## src/rtl/dds_pkg.sv

```systemverilog
// Shared constants, types and BCD helpers for the DDS front-panel frequency entry.
package dds_pkg;

    localparam int unsigned NUM_DIGITS = 6;
    localparam int unsigned DIGITS_W   = 4 * NUM_DIGITS;
    localparam int unsigned FREQ_W     = 20;

    // Largest legal value of each digit, index 0 is d1 (most significant).
    localparam logic [3:0] DIGIT_MAX [NUM_DIGITS] = '{4'd9, 4'd4, 4'd9, 4'd9, 4'd9, 4'd9};

    // Key indices in event priority order (lowest index wins).
    localparam int unsigned KEY_E    = 0;
    localparam int unsigned KEY_U    = 1;
    localparam int unsigned KEY_D    = 2;
    localparam int unsigned KEY_R    = 3;
    localparam int unsigned KEY_L    = 4;
    localparam int unsigned NUM_KEYS = 5;

    typedef enum logic [1:0] {StIdle, StConv, StDone} commit_st_e;

    // Extract BCD digit idx (0 = d1) from a packed setpoint.
    function automatic logic [3:0] get_digit(input logic [DIGITS_W-1:0] d,
                                             input logic [2:0] idx);
        logic [DIGITS_W-1:0] sh;
        sh = d >> (4 * (int'(NUM_DIGITS) - 1 - int'(idx)));
        return sh[3:0];
    endfunction

    // Replace BCD digit idx (0 = d1) in a packed setpoint.
    function automatic logic [DIGITS_W-1:0] put_digit(input logic [DIGITS_W-1:0] d,
                                                      input logic [2:0] idx,
                                                      input logic [3:0] v);
        int unsigned sh;
        sh = 4 * (NUM_DIGITS - 1 - 32'(idx));
        return (d & ~(DIGITS_W'(4'hF) << sh)) | (DIGITS_W'(v) << sh);
    endfunction

endpackage

```

## src/rtl/key_debounce.sv

```systemverilog
// Active-low key debouncer: two-flop synchroniser, saturating low-level counter and
// a one-cycle event on the first synchronised release after a qualified press.
module key_debounce
    import dds_pkg::*;
#(
    parameter int unsigned DEBOUNCE_CYCLES = 1000000
) (
    input  logic clkin,
    input  logic rst_n,
    input  logic key_n_i,
    output logic evt_o
);

    localparam int unsigned CntW = $clog2(DEBOUNCE_CYCLES + 1);
    localparam logic [CntW-1:0] CntMax = CntW'(DEBOUNCE_CYCLES);

    logic [1:0]      sync_q;
    logic [CntW-1:0] cnt_q, cnt_d;

    // Counter runs while the key is held, saturates, and clears on release.
    always_comb begin
        cnt_d = cnt_q;
        if (sync_q[1]) begin
            cnt_d = '0;
        end else if (cnt_q != CntMax) begin
            cnt_d = cnt_q + CntW'(1);
        end
    end

    // Synchroniser idles high (key released) and the counter starts empty.
    always_ff @(posedge clkin or negedge rst_n) begin
        if (!rst_n) begin
            sync_q <= 2'b11;
            cnt_q  <= '0;
        end else begin
            sync_q <= {sync_q[0], key_n_i};
            cnt_q  <= cnt_d;
        end
    end

    // Counter still holds the saturated value on the first high cycle only.
    assign evt_o = sync_q[1] && (cnt_q == CntMax);

endmodule

```

## src/rtl/freq_entry.sv

```systemverilog
// Front-panel frequency entry: debounced keys edit a 6-digit BCD setpoint with a cursor,
// and each commit converts the setpoint to a binary frequency word over six cycles.
module freq_entry
    import dds_pkg::*;
#(
    parameter int unsigned DEBOUNCE_CYCLES = 1000000
) (
    input  logic                clkin,
    input  logic                rst_n,
    input  logic                ku,
    input  logic                kd,
    input  logic                kr,
    input  logic                kl,
    input  logic                ke,
    output logic [DIGITS_W-1:0] digits,
    output logic [2:0]          cursor,
    output logic [FREQ_W-1:0]   freq_word,
    output logic                freq_valid,
    output logic                busy
);

    logic [NUM_KEYS-1:0] key_evt;

    key_debounce #(.DEBOUNCE_CYCLES(DEBOUNCE_CYCLES)) u_deb_e (
        .clkin(clkin), .rst_n(rst_n), .key_n_i(ke), .evt_o(key_evt[KEY_E])
    );
    key_debounce #(.DEBOUNCE_CYCLES(DEBOUNCE_CYCLES)) u_deb_u (
        .clkin(clkin), .rst_n(rst_n), .key_n_i(ku), .evt_o(key_evt[KEY_U])
    );
    key_debounce #(.DEBOUNCE_CYCLES(DEBOUNCE_CYCLES)) u_deb_d (
        .clkin(clkin), .rst_n(rst_n), .key_n_i(kd), .evt_o(key_evt[KEY_D])
    );
    key_debounce #(.DEBOUNCE_CYCLES(DEBOUNCE_CYCLES)) u_deb_r (
        .clkin(clkin), .rst_n(rst_n), .key_n_i(kr), .evt_o(key_evt[KEY_R])
    );
    key_debounce #(.DEBOUNCE_CYCLES(DEBOUNCE_CYCLES)) u_deb_l (
        .clkin(clkin), .rst_n(rst_n), .key_n_i(kl), .evt_o(key_evt[KEY_L])
    );

    logic [DIGITS_W-1:0] digits_q, digits_d;
    logic [2:0]          cursor_q, cursor_d;
    logic                commit_req;
    logic [2:0]          cur_idx;
    logic [3:0]          cur_dig;
    logic [3:0]          cur_max;

    commit_st_e          state_q;
    logic [DIGITS_W-1:0] snap_q;
    logic [FREQ_W-1:0]   acc_q, acc_next;
    logic [2:0]          idx_q;
    logic                pending_q;
    logic [FREQ_W-1:0]   freq_word_q;
    logic                freq_valid_q;
    logic                busy_q;

    assign cur_idx = cursor_q - 3'd1;
    assign cur_dig = get_digit(digits_q, cur_idx);
    assign cur_max = DIGIT_MAX[cur_idx];

    // Apply only the highest-priority key event of the cycle.
    always_comb begin
        digits_d   = digits_q;
        cursor_d   = cursor_q;
        commit_req = 1'b0;
        if (key_evt[KEY_E]) begin
            commit_req = 1'b1;
        end else if (key_evt[KEY_U]) begin
            digits_d   = put_digit(digits_q, cur_idx, (cur_dig >= cur_max) ? 4'd0 : cur_dig + 4'd1);
            commit_req = 1'b1;
        end else if (key_evt[KEY_D]) begin
            digits_d   = put_digit(digits_q, cur_idx, (cur_dig == 4'd0) ? cur_max : cur_dig - 4'd1);
            commit_req = 1'b1;
        end else if (key_evt[KEY_R]) begin
            cursor_d = (cursor_q == 3'(NUM_DIGITS)) ? 3'd1 : cursor_q + 3'd1;
        end else if (key_evt[KEY_L]) begin
            cursor_d = (cursor_q == 3'd1) ? 3'(NUM_DIGITS) : cursor_q - 3'd1;
        end
    end

    // Setpoint and cursor registers.
    always_ff @(posedge clkin or negedge rst_n) begin
        if (!rst_n) begin
            digits_q <= '0;
            cursor_q <= 3'd1;
        end else begin
            digits_q <= digits_d;
            cursor_q <= cursor_d;
        end
    end

    // acc*10 + digit, with the multiply as two shifts.
    assign acc_next = (acc_q << 3) + (acc_q << 1) + FREQ_W'(get_digit(snap_q, idx_q));

    // Commit FSM; snapshots take digits_d so a commit sees its own edit.
    always_ff @(posedge clkin or negedge rst_n) begin
        if (!rst_n) begin
            state_q      <= StIdle;
            snap_q       <= '0;
            acc_q        <= '0;
            idx_q        <= '0;
            pending_q    <= 1'b0;
            freq_word_q  <= '0;
            freq_valid_q <= 1'b0;
            busy_q       <= 1'b0;
        end else begin
            freq_valid_q <= 1'b0;
            unique case (state_q)
                StIdle: begin
                    if (commit_req) begin
                        snap_q  <= digits_d;
                        acc_q   <= '0;
                        idx_q   <= '0;
                        busy_q  <= 1'b1;
                        state_q <= StConv;
                    end
                end
                StConv: begin
                    acc_q <= acc_next;
                    if (commit_req) begin
                        pending_q <= 1'b1;
                    end
                    if (idx_q == 3'(NUM_DIGITS - 1)) begin
                        freq_word_q  <= acc_next;
                        freq_valid_q <= 1'b1;
                        busy_q       <= pending_q | commit_req;
                        state_q      <= StDone;
                    end else begin
                        idx_q <= idx_q + 3'd1;
                    end
                end
                StDone: begin
                    // A request arriving in DONE itself is folded into the re-entry.
                    if (pending_q || commit_req) begin
                        pending_q <= 1'b0;
                        snap_q    <= digits_d;
                        acc_q     <= '0;
                        idx_q     <= '0;
                        busy_q    <= 1'b1;
                        state_q   <= StConv;
                    end else begin
                        state_q <= StIdle;
                    end
                end
                default: state_q <= StIdle;
            endcase
        end
    end

    assign digits     = digits_q;
    assign cursor     = cursor_q;
    assign freq_word  = freq_word_q;
    assign freq_valid = freq_valid_q;
    assign busy       = busy_q;

endmodule
```

## config.mk

```make
export PLATFORM = sky130hd
export DESIGN_NAME = freq_entry
export DESIGN_NICKNAME = d
export VERILOG_FILES = /design/src/rtl/dds_pkg.sv /design/src/rtl/key_debounce.sv /design/src/rtl/freq_entry.sv
export SDC_FILE = /design/constraint.sdc
export NUM_CORES = 1
export LEC_CHECK = 0
export CAP_MARGIN = 10
export CELL_PAD_IN_SITES_DETAIL_PLACEMENT = 0
export CELL_PAD_IN_SITES_GLOBAL_PLACEMENT = 1
export CORE_ASPECT_RATIO = 0.6
export CORE_MARGIN = 2
export CORE_UTILIZATION = 51
export DETAILED_ROUTE_END_ITERATION = 8
export DONT_BUFFER_PORTS = 1
export HOLD_SLACK_MARGIN = 0.02
export PLACE_DENSITY = 0.84
export SYNTH_ARGS = -nofsm -noshare
export SYNTH_HDL_FRONTEND = slang
export SYNTH_HIERARCHICAL = 1
export SYNTH_SLANG_ARGS = --single-unit
```

## constraint.sdc

```tcl
create_clock -name clkin -period 5.75 [get_ports clkin]
set_input_delay 1.4375 -clock clkin [delete_from_list [all_inputs] [get_ports clkin]]
set_output_delay 1.4375 -clock clkin [all_outputs]
set_load 0.05 [all_outputs]
```

Word-level counts from Yosys, hierarchy flattened
Memories as Yosys holds them, arrays and structs flattened.
Cells that the tools add are included.
{"block": "totals", "memories": 1, "output_inout_bits": 49, "inputBits": 7, "regBits": 208, "word_cells": 143, "rom_bits": 32}
{"memory": "(no name shown)", "words": 8, "width": 4, "read_ports": 1, "rd_clocked_by_memory_dff": 0, "wr": 0, "line_no": "freq_entry.sv:58", "rtl": "assign cur_max = DIGIT_MAX[cur_idx];"}
{"block": "classes", "bitwise": 9, "n_reduce_logical": 25, "mux": 46, "magnitude_cmp": 2, "n_shift": 5, "addsub": 15, "eq_ne": 20}
{"cell": "20-bit 2-to-1 mux", "n": 10}
{"cell": "24-bit 2-to-1 mux", "n": 5}
{"cell": "20-bit by 1-bit adder with 20-bit output, second input constant", "n": 5}
{"cell": "20-bit equality test, second input constant", "n": 5}
{"cell": "20-bit inequality test, second input constant", "n": 5}
{"cell": "4-bit by 32-bit << shifter with 24-bit output", "n": 2}
{"cell": "24-bit by 32-bit right shift with 4-bit output", "n": 2}
{"cell": "19-bit case mux with 3 select lines", "n": 1}
{"cell": "24-bit OR", "n": 2}
{"cell": "24-bit case mux with 2 select lines", "n": 1}
{"cell": "19-bit 2-to-1 mux", "n": 2}
{"cell": "4-bit by 32-bit << shifter with 24-bit output, first input constant", "n": 1}
{"cell": "24-bit bitwise AND", "n": 1}
{"cell": "24-bit NOT", "n": 1}
{"cell": "3-bit 2-to-1 mux", "n": 7}
{"cell": "20-bit adder", "n": 1}
{"cell": "20-bit by 4-bit adder with 20-bit output", "n": 1}
{"cell": "4-bit 2-to-1 mux", "n": 4}
{"cell": "2-bit nonzero test", "n": 8}
{"cell": "4-bit AND reduction", "n": 3}
{"cell": "3-bit by 3-bit subtractor with 4-bit output, first input constant", "n": 3}
{"cell": "1-bit 2-to-1 mux", "n": 10}
{"cell": "2-bit inequality test, second input constant", "n": 5}
{"cell": "3-bit case mux with 3 select lines", "n": 1}
{"cell": "24 further kinds", "n": 36}

Logic depth before layout (Yosys ltp)
Gate-level depths: netlist (run 1).
{"block": "depth", "depth_word": 13, "mapped_depth": 20, "depth_no_buf": 16}

By module
The synthesis (run 1) kept the hierarchy.
{"mod": "freq_entry", "cells_per_inst": 716, "seq_area_each_um2": 2453.6, "n_inst": 1, "area_each_um2": 6542.5}
{"mod": "key_debounce", "cells_per_inst": 114, "seq_area_each_um2": 553.0, "n_inst": 5, "area_each_um2": 1128.6}

Least setup slack after synthesis (run 1)
No wires, ideal clock.
{"block": "synth_path", "path_type": "register to register", "start": "register cursor_q[0], in the netlist cursor[0]", "end": "register snap_q[3]", "stages_incl_launch_ff": 18, "arrival_ns": 4.786, "path_buffers": 4, "required_time_ns": 5.609, "setup_ns": 0.141, "period_less_slack_ns": 4.927, "setup_slack_ns": 0.823, "path_cell_list": "dfstp_2 > buf_6 > buf_2 > inv_1 > ha_1 > clkbuf_1 > inv_1 > ha_1 > clkbuf_1 > and3b_1 > a222oi_1 > ha_1 > inv_1 > a31o_1 > a21oi_2 > nor4_2 > o41ai_2 > o221ai_1"}
{"block": "synth_via", "elab_chain_cells": 13, "elab_cells_between_ends": 27, "classes_between": "5 x add/sub; 1 x order compare; 4 x shift; 10 x mux; 5 x bitwise; 1 x reduce/logical; 1 x memory"}
{"element": "from (decl)", "line_no": "freq_entry.sv:41", "rtl": "logic [2:0] cursor_q, cursor_d;"}
{"element": "from (signal assigned)", "line_no": "freq_entry.sv:87", "rtl": "cursor_q <= cursor_d;"}
{"element": "3-bit by 1-bit subtractor with 3-bit output (*)", "line_no": "freq_entry.sv:56", "rtl": "assign cur_idx = cursor_q - 3'd1;"}
{"element": "parallel branches: the longest is 8 deep, another holds 3-bit by 3-bit subtractor with 4-bit output"}
{"element": "24-bit 2-to-1 mux (*)", "line_no": "freq_entry.sv:67", "rtl": "end else if (key_evt[KEY_U]) begin"}
{"element": "24-bit 2-to-1 mux (*)", "line_no": "freq_entry.sv:65", "rtl": "if (key_evt[KEY_E]) begin"}
{"element": "24-bit 2-to-1 mux (on tied branches)", "line_no": "freq_entry.sv:133, freq_entry.sv:109"}
{"element": "24-bit case mux with 2 select lines (*)", "line_no": "freq_entry.sv:107", "rtl": "unique case (state_q)"}
{"element": "to (signal assigned)", "line_no": "freq_entry.sv:110", "rtl": "snap_q <= digits_d;"}
{"element": "to (signal assigned)", "line_no": "freq_entry.sv:135", "rtl": "snap_q <= digits_d;"}
{"element": "to (decl)", "line_no": "freq_entry.sv:48", "rtl": "logic [DIGITS_W-1:0] snap_q;"}
Every way passes the cells marked *. The select of a mux whose other input is x is not followed.
A chain may end at the register's enable or synchronous reset.

Worst setup path in the final report (run 1)
{"block": "layout_path", "start": "register cursor_q[0], in the netlist cursor[0]", "end": "register snap_q[2]"}
The elaborated chain is that of the path after synthesis.

==> results.yml, run 1 <==
routing:
  drc: 0
  drt_iter0_drc: 960
  first_pass_iters: 5
  ant_nets: 0
  num_vias: 9711
  wire_per_inst_microns: 19.1
  drt-total-wl_microns: 30600
  viasPerCell: 6.08
global_route:
  grt.overflow.total: 0
  grt_max_degree: 209
  first_global_vias: 8906
  track_usage_pct: 24.9
  antenna_found_initial: 1
  grt_pass1_wl_microns: 49700
synth:
  synth_ff_type: "dfrtp_1"
  syn_area_per_cell_sq_um: 9.48
  syn_inst: 1286
  ys_seq_area_share_pct: 42.8
  ys_seq_elements: 208
  ys_warn_count: 6
  synth_edf_count: 0
  yosysUniqueCellTypes: 84
  async_reset_ff_share_pct: 100
  synth_nets: 1354
  syn_area_sq_um: 12200
floorplanning:
  dieArea_sq_um: 25200
  fp-row-count: 43
  die_w_microns: 204
  die_y_microns: 124
  start_util_pct: 52.3
  fp.coreArea_sq_um: 23300
  ios: 56
hold_path:
  hold_depth: 0
  hp-class: "reg2reg"
  min_to: "u_deb_e/sync_q[1]"
  worstHoldStart: "u_deb_e/sync_q[0]"
cells_and_area:
  final_area_sq_um: 13100
  post-route-util_pct: 56.2
  syn2layout_area_growth_pct: 7.41
  layout_common_cells: "197 x dfrtp_1, 104 x nand2_1, 95 x nor2_1"
  drive_above_1_share_pct: 8.04
  nets: 1335
  final_common_cell: "dfrtp_1"
placement:
  place_ws_ns: 0.903
  place_hpwl_microns: 21800
  gp_congestion: 0.946
  place_area_sq_um: 12400
  portBuffers: 0
clock_network:
  postCtsHoldBufs: 0
  cts_inserted_buffers: 22
  clk_pin_slew_ns: 0.06
  cts_tree: "built"
  clock-sinks: 208
  clock_latency_ns: 0.54
  htreeDepth: 1
  postCtsSetupBuffers: 0
  cts_buffer_depth: 3
  post_cts_resized: 0
  cts.root.buffer_cell: "clkbuf_16"
sta:
  finalHoldViolCount: 0
  rsz0062_at_grt: "no"
  worst_slack_ns: 0.744
  tightest_slew_ns: 0.982
  slew_viol_final: 0
  tns_ns: 0
  fmax_ghz: 0.200
  setup_viol: 0
  period_share_pct: 87.1
  fin_crit_ns: 5.01
  slew_headroom_pct: 34.1
  clock_skew_ns: 0.0211
setup_path:
  timing.rr.start: "cursor[0]"
  path_class: "reg2reg"
  worstPathArrival_ns: 5.43
  r2r_slack_ns: 0.74
  critPathCaptureType: "flip-flop"
  rr_endpoint: "snap_q[2]"
  crit_fanout: 13
  crit_required_ns: 6.17
  start_kind: "flip-flop"
  reg2reg_depth: 14
outcome:
  status: "finished, final reports clean"
power_and_ir_drop:
  pwr_density_cell_nw_per_um2: 219
  ir_drop_uv: 235
  p_total_mw: 2.87
  leakagePower_nw: 5.61
flow_run:
  maxCapViolCount: 0
## how the worst max path moves through the flow
stage          depth (start not counted)      start  slack (ns)    endpoint
6_report                              14  cursor[0]        0.74   snap_q[2]
5_1_grt                               13  cursor[0]        0.38   snap_q[2]
4_1_cts                               14  cursor[0]        0.86  snap_q[18]
3_5_place_dp                          13  cursor[0]        0.90   snap_q[3]
3_3_place_gp                          13  cursor[0]        0.97   snap_q[3]
2_1_floorplan                         17  cursor[0]        0.82   snap_q[3]
## cells by family (layout without fill, tap and decap cells)
logic type | after synthesis | after routing | share of synthesized area [%]
buf+inv | 105 | 100 | 3.48
mux | 29 | 29 | 2.96
fa+ha+maj | 61 | 61 | 6.39
compound gates | 308 | 308 | 16.2
flops | 208 | 208 | 42.8
xor+xnor | 68 | 68 | 4.95
simple gates | 507 | 507 | 23.2
other cells | 0 | 1 | 0
## per-stage QoR
step / hold slack [ns] / cells
after global routing: 0.357 / 1596
after detailed placement: 0.347 / 1558
after global placement: 0.346 / 1558
after CTS: 0.355 / 1596
after floorplan: 0.345 / 1286
final: 0.355 / 1597
## critical path, cell delays in order, from the launching register on
cell and delay, ns:
dfstp_2 0.53, inv_1 0.11, ha_1 0.55, inv_1 0.16, ha_1 0.56, or3b_2 0.55, nor2_1 0.23, nor3_2 0.12
inv_2 0.19, ha_1 0.30, a21oi_1 0.33, nand2_1 0.40, o31ai_1 0.40, a31oi_1 0.16, o31ai_1 0.30
## cell usage after synthesis, types with 30 or more instances
cell type	instances	area [sq um]
or3_1	30	188
nand2_1	104	390
inv_1	48	180
nor3_1	40	200
dfrtp_1	197	4930
nor2_1	95	357
o21ai_0	69	345
a21oi_1	84	420
ha_1	59	738
clkbuf_1	41	154
o31ai_1	40	300
nand3_1	65	325
xor2_1	54	473
## sequential cells by signal, summed over array words and instances (netlist names)
signal	cells
snap_q	24
acc_q	19
u_deb_r/sync_q	2
cursor	3
u_deb_u/cnt_q	20
u_deb_r/cnt_q	20
u_deb_d/sync_q	2
pending_q	1
busy	1
freq_word	20
u_deb_l/sync_q	2
u_deb_d/cnt_q	20
idx_q	3
digits	24
u_deb_e/cnt_q	20
u_deb_l/cnt_q	20
state_q	2
freq_valid	1
u_deb_u/sync_q	2
u_deb_e/sync_q	2
## final cells by class
type	instances	area, sq um
Antenna cell	1	2.50
Fill cell	2072	10200
Tap cell	315	394
Inverter	52	195
Timing Repair Buffer	10	75.1
Clock inverter	5	45.0
Clock buffer	33	612
Sequential cell	208	5220
Multi-Input combinational cell	973	6550
## per-layer routing
layer	vias up	global-route usage, %	share of wire [%]
li1	4697	-	-
met1	4660	40.2	52
met2	316	31.3	37
met3	38	8.29	9.6
met4	0	4.74	1.4
met5	-	0	0
## power breakdown
group,internal (mW),leakage (nW),switching (mW)
Clock,0.739,0.317,0.597
Combinational,0.0150,2.44,0.0186
Sequential,1.48,2.86,0.0218
Power figures use the tool's default switching activity.
==> run 2: changes to the inputs <==
--- a/config.mk
+++ b/config.mk
@@ -10,12 +10,11 @@
 export CELL_PAD_IN_SITES_GLOBAL_PLACEMENT = 1
 export CORE_ASPECT_RATIO = 0.6
 export CORE_MARGIN = 2
-export CORE_UTILIZATION = 51
+export CORE_UTILIZATION = 50
 export DETAILED_ROUTE_END_ITERATION = 8
 export DONT_BUFFER_PORTS = 1
 export HOLD_SLACK_MARGIN = 0.02
-export PLACE_DENSITY = 0.84
+export PLACE_DENSITY = 0.83
 export SYNTH_ARGS = -nofsm -noshare
 export SYNTH_HDL_FRONTEND = slang
-export SYNTH_HIERARCHICAL = 1
 export SYNTH_SLANG_ARGS = --single-unit
==> results.yml, run 2 <==
outcome:
  status: "finished, final reports clean"
power_and_ir_drop:
  ir_drop_uv: 223
  switching_share_pct: 20.8
  power.sequential.fraction_pct: 50.3
  power.internal_mw: 2.37
  switching_power_mw: 0.620
  power_frac_comb_pct: 1.0
  leakagePower_nw: 5.41
  pwr_density_cell_nw_per_um2: 233
  clkPwrFrac_pct: 48.8
hold_path:
  worstHoldStart: "u_deb_u.sync_q[0]"
  hp-class: "reg2reg"
setup_path:
  path_class: "reg2reg"
  slowest_stage: "dfrtp_1"
  cpPeakStageDelay_ns: 0.71
  crit_fanout: 13
  worstPathArrival_ns: 5.47
  crit_required_ns: 6.16
  critPathLaunch: "cursor[1]"
  start_kind: "flip-flop"
  crit_chain: "inv_1, ha_1, inv_1, ha_1, or3b_2, o22a_1, and2_1, ha_1, nor2_1, a41o_1, nand2_1, o32ai_2, nand3_1, a31oi_1"
  critPathCaptureType: "flip-flop"
  timing.rr.start: "cursor[1]"
  crit_top_cell: "ha_1"
flow_run:
  maxCapViolCount: 0
synth:
  synth_top_area_share_pct: 41.6
  async_reset_ff_share_pct: 100
  synth_commonest_cells: "197 x dfrtp_1, 137 x nor2_1, 129 x nand2_1, 90 x o21ai_0, 77 x nand3_1"
  ys_seq_elements: 208
  synth_largest_area_cell: "dfrtp_1"
  synth_xor_area_share_pct: 6.72
  synthTopCellsByArea: "dfrtp_1 42%, ha_1 6.2%, nor2_1 4.3%"
  ys_seq_area_share_pct: 44.0
  synth.area.mux_share_pct: 3.35
  yosys.cell_count.top_type: "dfrtp_1"
  synth_ff_type: "dfrtp_1"
  syn_inst: 1269
  synth_compound_area_share_pct: 14.0
  synth_top_family_by_area: "simple AND/OR/NAND/NOR gates"
  yosys.area_share.adder_pct: 6.56
  ys_warn_count: 0
  syn_area_per_cell_sq_um: 9.35
  syn_area_sq_um: 11900
  synth_edf_count: 0
  synthSimpleGateAreaFrac_pct: 21.9
  synth_nets: 1337
  yosysUniqueCellTypes: 84
clock_network:
  cts_tree: "built"
  htreeDepth: 1
  cts.root.buffer_cell: "clkbuf_16"
  post_cts_resized: 0
  clock_latency_ns: 0.51
  clock-sinks: 208
  postCtsHoldBufs: 0
  cts_inserted_buffers: 21
  clk_pin_slew_ns: 0.07
  cts_buffer_depth: 3
  postCtsSetupBuffers: 0
cells_and_area:
  drive_above_1_share_pct: 6.89
  antenna_cells: 0
  final_area_sq_um: 12800
  fillCellCount: 2048
  nets: 1316
  final_common_cell: "dfrtp_1"
  stdcell_count: 1578
  layout_common_cells: "197 x dfrtp_1, 137 x nor2_1, 129 x nand2_1"
  syn2layout_area_growth_pct: 7.83
placement:
  place_area_sq_um: 12100
  portBuffers: 0
  place_inst: 1540
  gp_congestion: 0.960
  place_hpwl_microns: 21000
global_route:
  grt_max_degree: 209
  antenna_found_initial: 0
  first_global_vias: 8591
  track_usage_pct: 24.3
  grt.overflow.total: 0
  grt_pass1_wl_microns: 48300
sta:
  finalHoldViolCount: 0
  tns_ns: 0
  fin_crit_ns: 5.07
  clock_skew_ns: 0.0114
  rsz0062_at_grt: "no"
  fmax_ghz: 0.197
  tightest_slew_ns: 1.05
  period_share_pct: 88.1
  slew_viol_final: 0
  slew_headroom_pct: 29.6
  setup_viol: 0
routing:
  wire_per_inst_microns: 18.6
  drc: 0
  viasPerCell: 5.86
  ant_nets: 0
  num_vias: 9243
  drt-total-wl_microns: 29400
  drt_iter0_drc: 704
  first_pass_iters: 5
floorplanning:
  fp-row-count: 43
  die_w_microns: 203
  die_y_microns: 123
  fp.coreArea_sq_um: 23200
  ios: 56
  start_util_pct: 51.2
  dieArea_sq_um: 25000
[run 2: changes by cell type in the layout (fill, tap and decap cells not counted), sizes merged, moves of 8 or more]
| cell | delta |
|---|---|
| nor2 | +42 |
| a21oi | -32 |
| o31ai | -31 |
| nand2 | +26 |
| xnor2 | +26 |
| nor3 | -19 |
| or4 | -16 |
| and2 | -15 |
| nand3 | +12 |
| o21ai | +12 |
| and3 | +8 |
| nand4 | -8 |
| nor4 | +8 |
[run 2: logic make-up after synthesis]
family,after synthesis
buf+inv,96
simple gates,522
fa+ha+maj,61
flops,208
xor+xnor,91
compound gates,259
mux,32
[run 2: worst paths after layout]
check	endpoint	depth (start not counted)	slack (ns)
setup / recovery	snap_q[6]	14	0.68
max in group asynchronous	u_deb_l.sync_q[1]	0	4.79
hold / removal	u_deb_u.sync_q[1]	0	0.36
hold reg to reg	u_deb_u.sync_q[1]	0	0.36
setup reg to reg	snap_q[6]	14	0.68
min in group asynchronous	u_deb_e.cnt_q[8]	0	0.64
[run 2: critical path: cells and delay by family (launching register included)]
| family | cells | cell delay, ns |
|---|---|---|
| AO/OA/AOI/OAI | 4 | 1.41 |
| flip-flops | 1 | 0.71 |
| adder cells (fa/ha/maj) | 3 | 1.17 |
| AND/OR/NAND/NOR | 5 | 1.41 |
| buffers and inverters | 2 | 0.26 |
[run 2: power by group through the flow]
stage	sequential, mW	combinational [mW]	clock [mW]
floorplan	1.51	0.0322	0
global placement	1.53	0.0278	0
detailed placement	1.53	0.0290	0
CTS	1.50	0.0294	1.49
global route	1.50	0.0345	1.55
finish	1.50	0.0291	1.46
[run 2: per-stage QoR]
step                      total power, mW  utilization (%)  setup WS, ns  hold slack [ns]
after detailed placement             1.56             52.0         0.836            0.348
after global routing                 3.09             55.2         0.349            0.357
after CTS                            3.02             55.2         0.739            0.357
after floorplan                      1.55                -         0.830            0.345
after global placement               1.56             52.0         0.925            0.345
final                                2.99             55.2         0.685            0.355
[run 2: per-layer routing]
metal / up-vias / wire (microns) / track usage [%]
met5: - / 0 / 0
met4: 0 / 354 / 3.56
met3: 27 / 2260 / 4.93
met2: 267 / 10700 / 31.1
met1: 4431 / 16100 / 41.3
li1: 4518 / - / -
[run 2: layout make-up]
cell class              count  area (sq um)  area share, %
clock buffers              31           613           4.79
repair buffers              6          45.0          0.352
flip-flops and latches    208          5220           40.8
inverters                  46           173           1.35
well taps                 315           394           3.08
clock inverters             7           114          0.890
multi-input cells         965          6230           48.7
==> run 3: changes to the inputs <==
--- a/config.mk
+++ b/config.mk
@@ -11,6 +11,7 @@
 export CORE_ASPECT_RATIO = 0.6
 export CORE_MARGIN = 2
 export CORE_UTILIZATION = 50
+export CTS_CLUSTER_SIZE = 30
 export DETAILED_ROUTE_END_ITERATION = 8
 export DONT_BUFFER_PORTS = 1
 export HOLD_SLACK_MARGIN = 0.02
==> results of run 3 <==
Same layout as run 2: the final DEF is identical, and so are final timing and power.
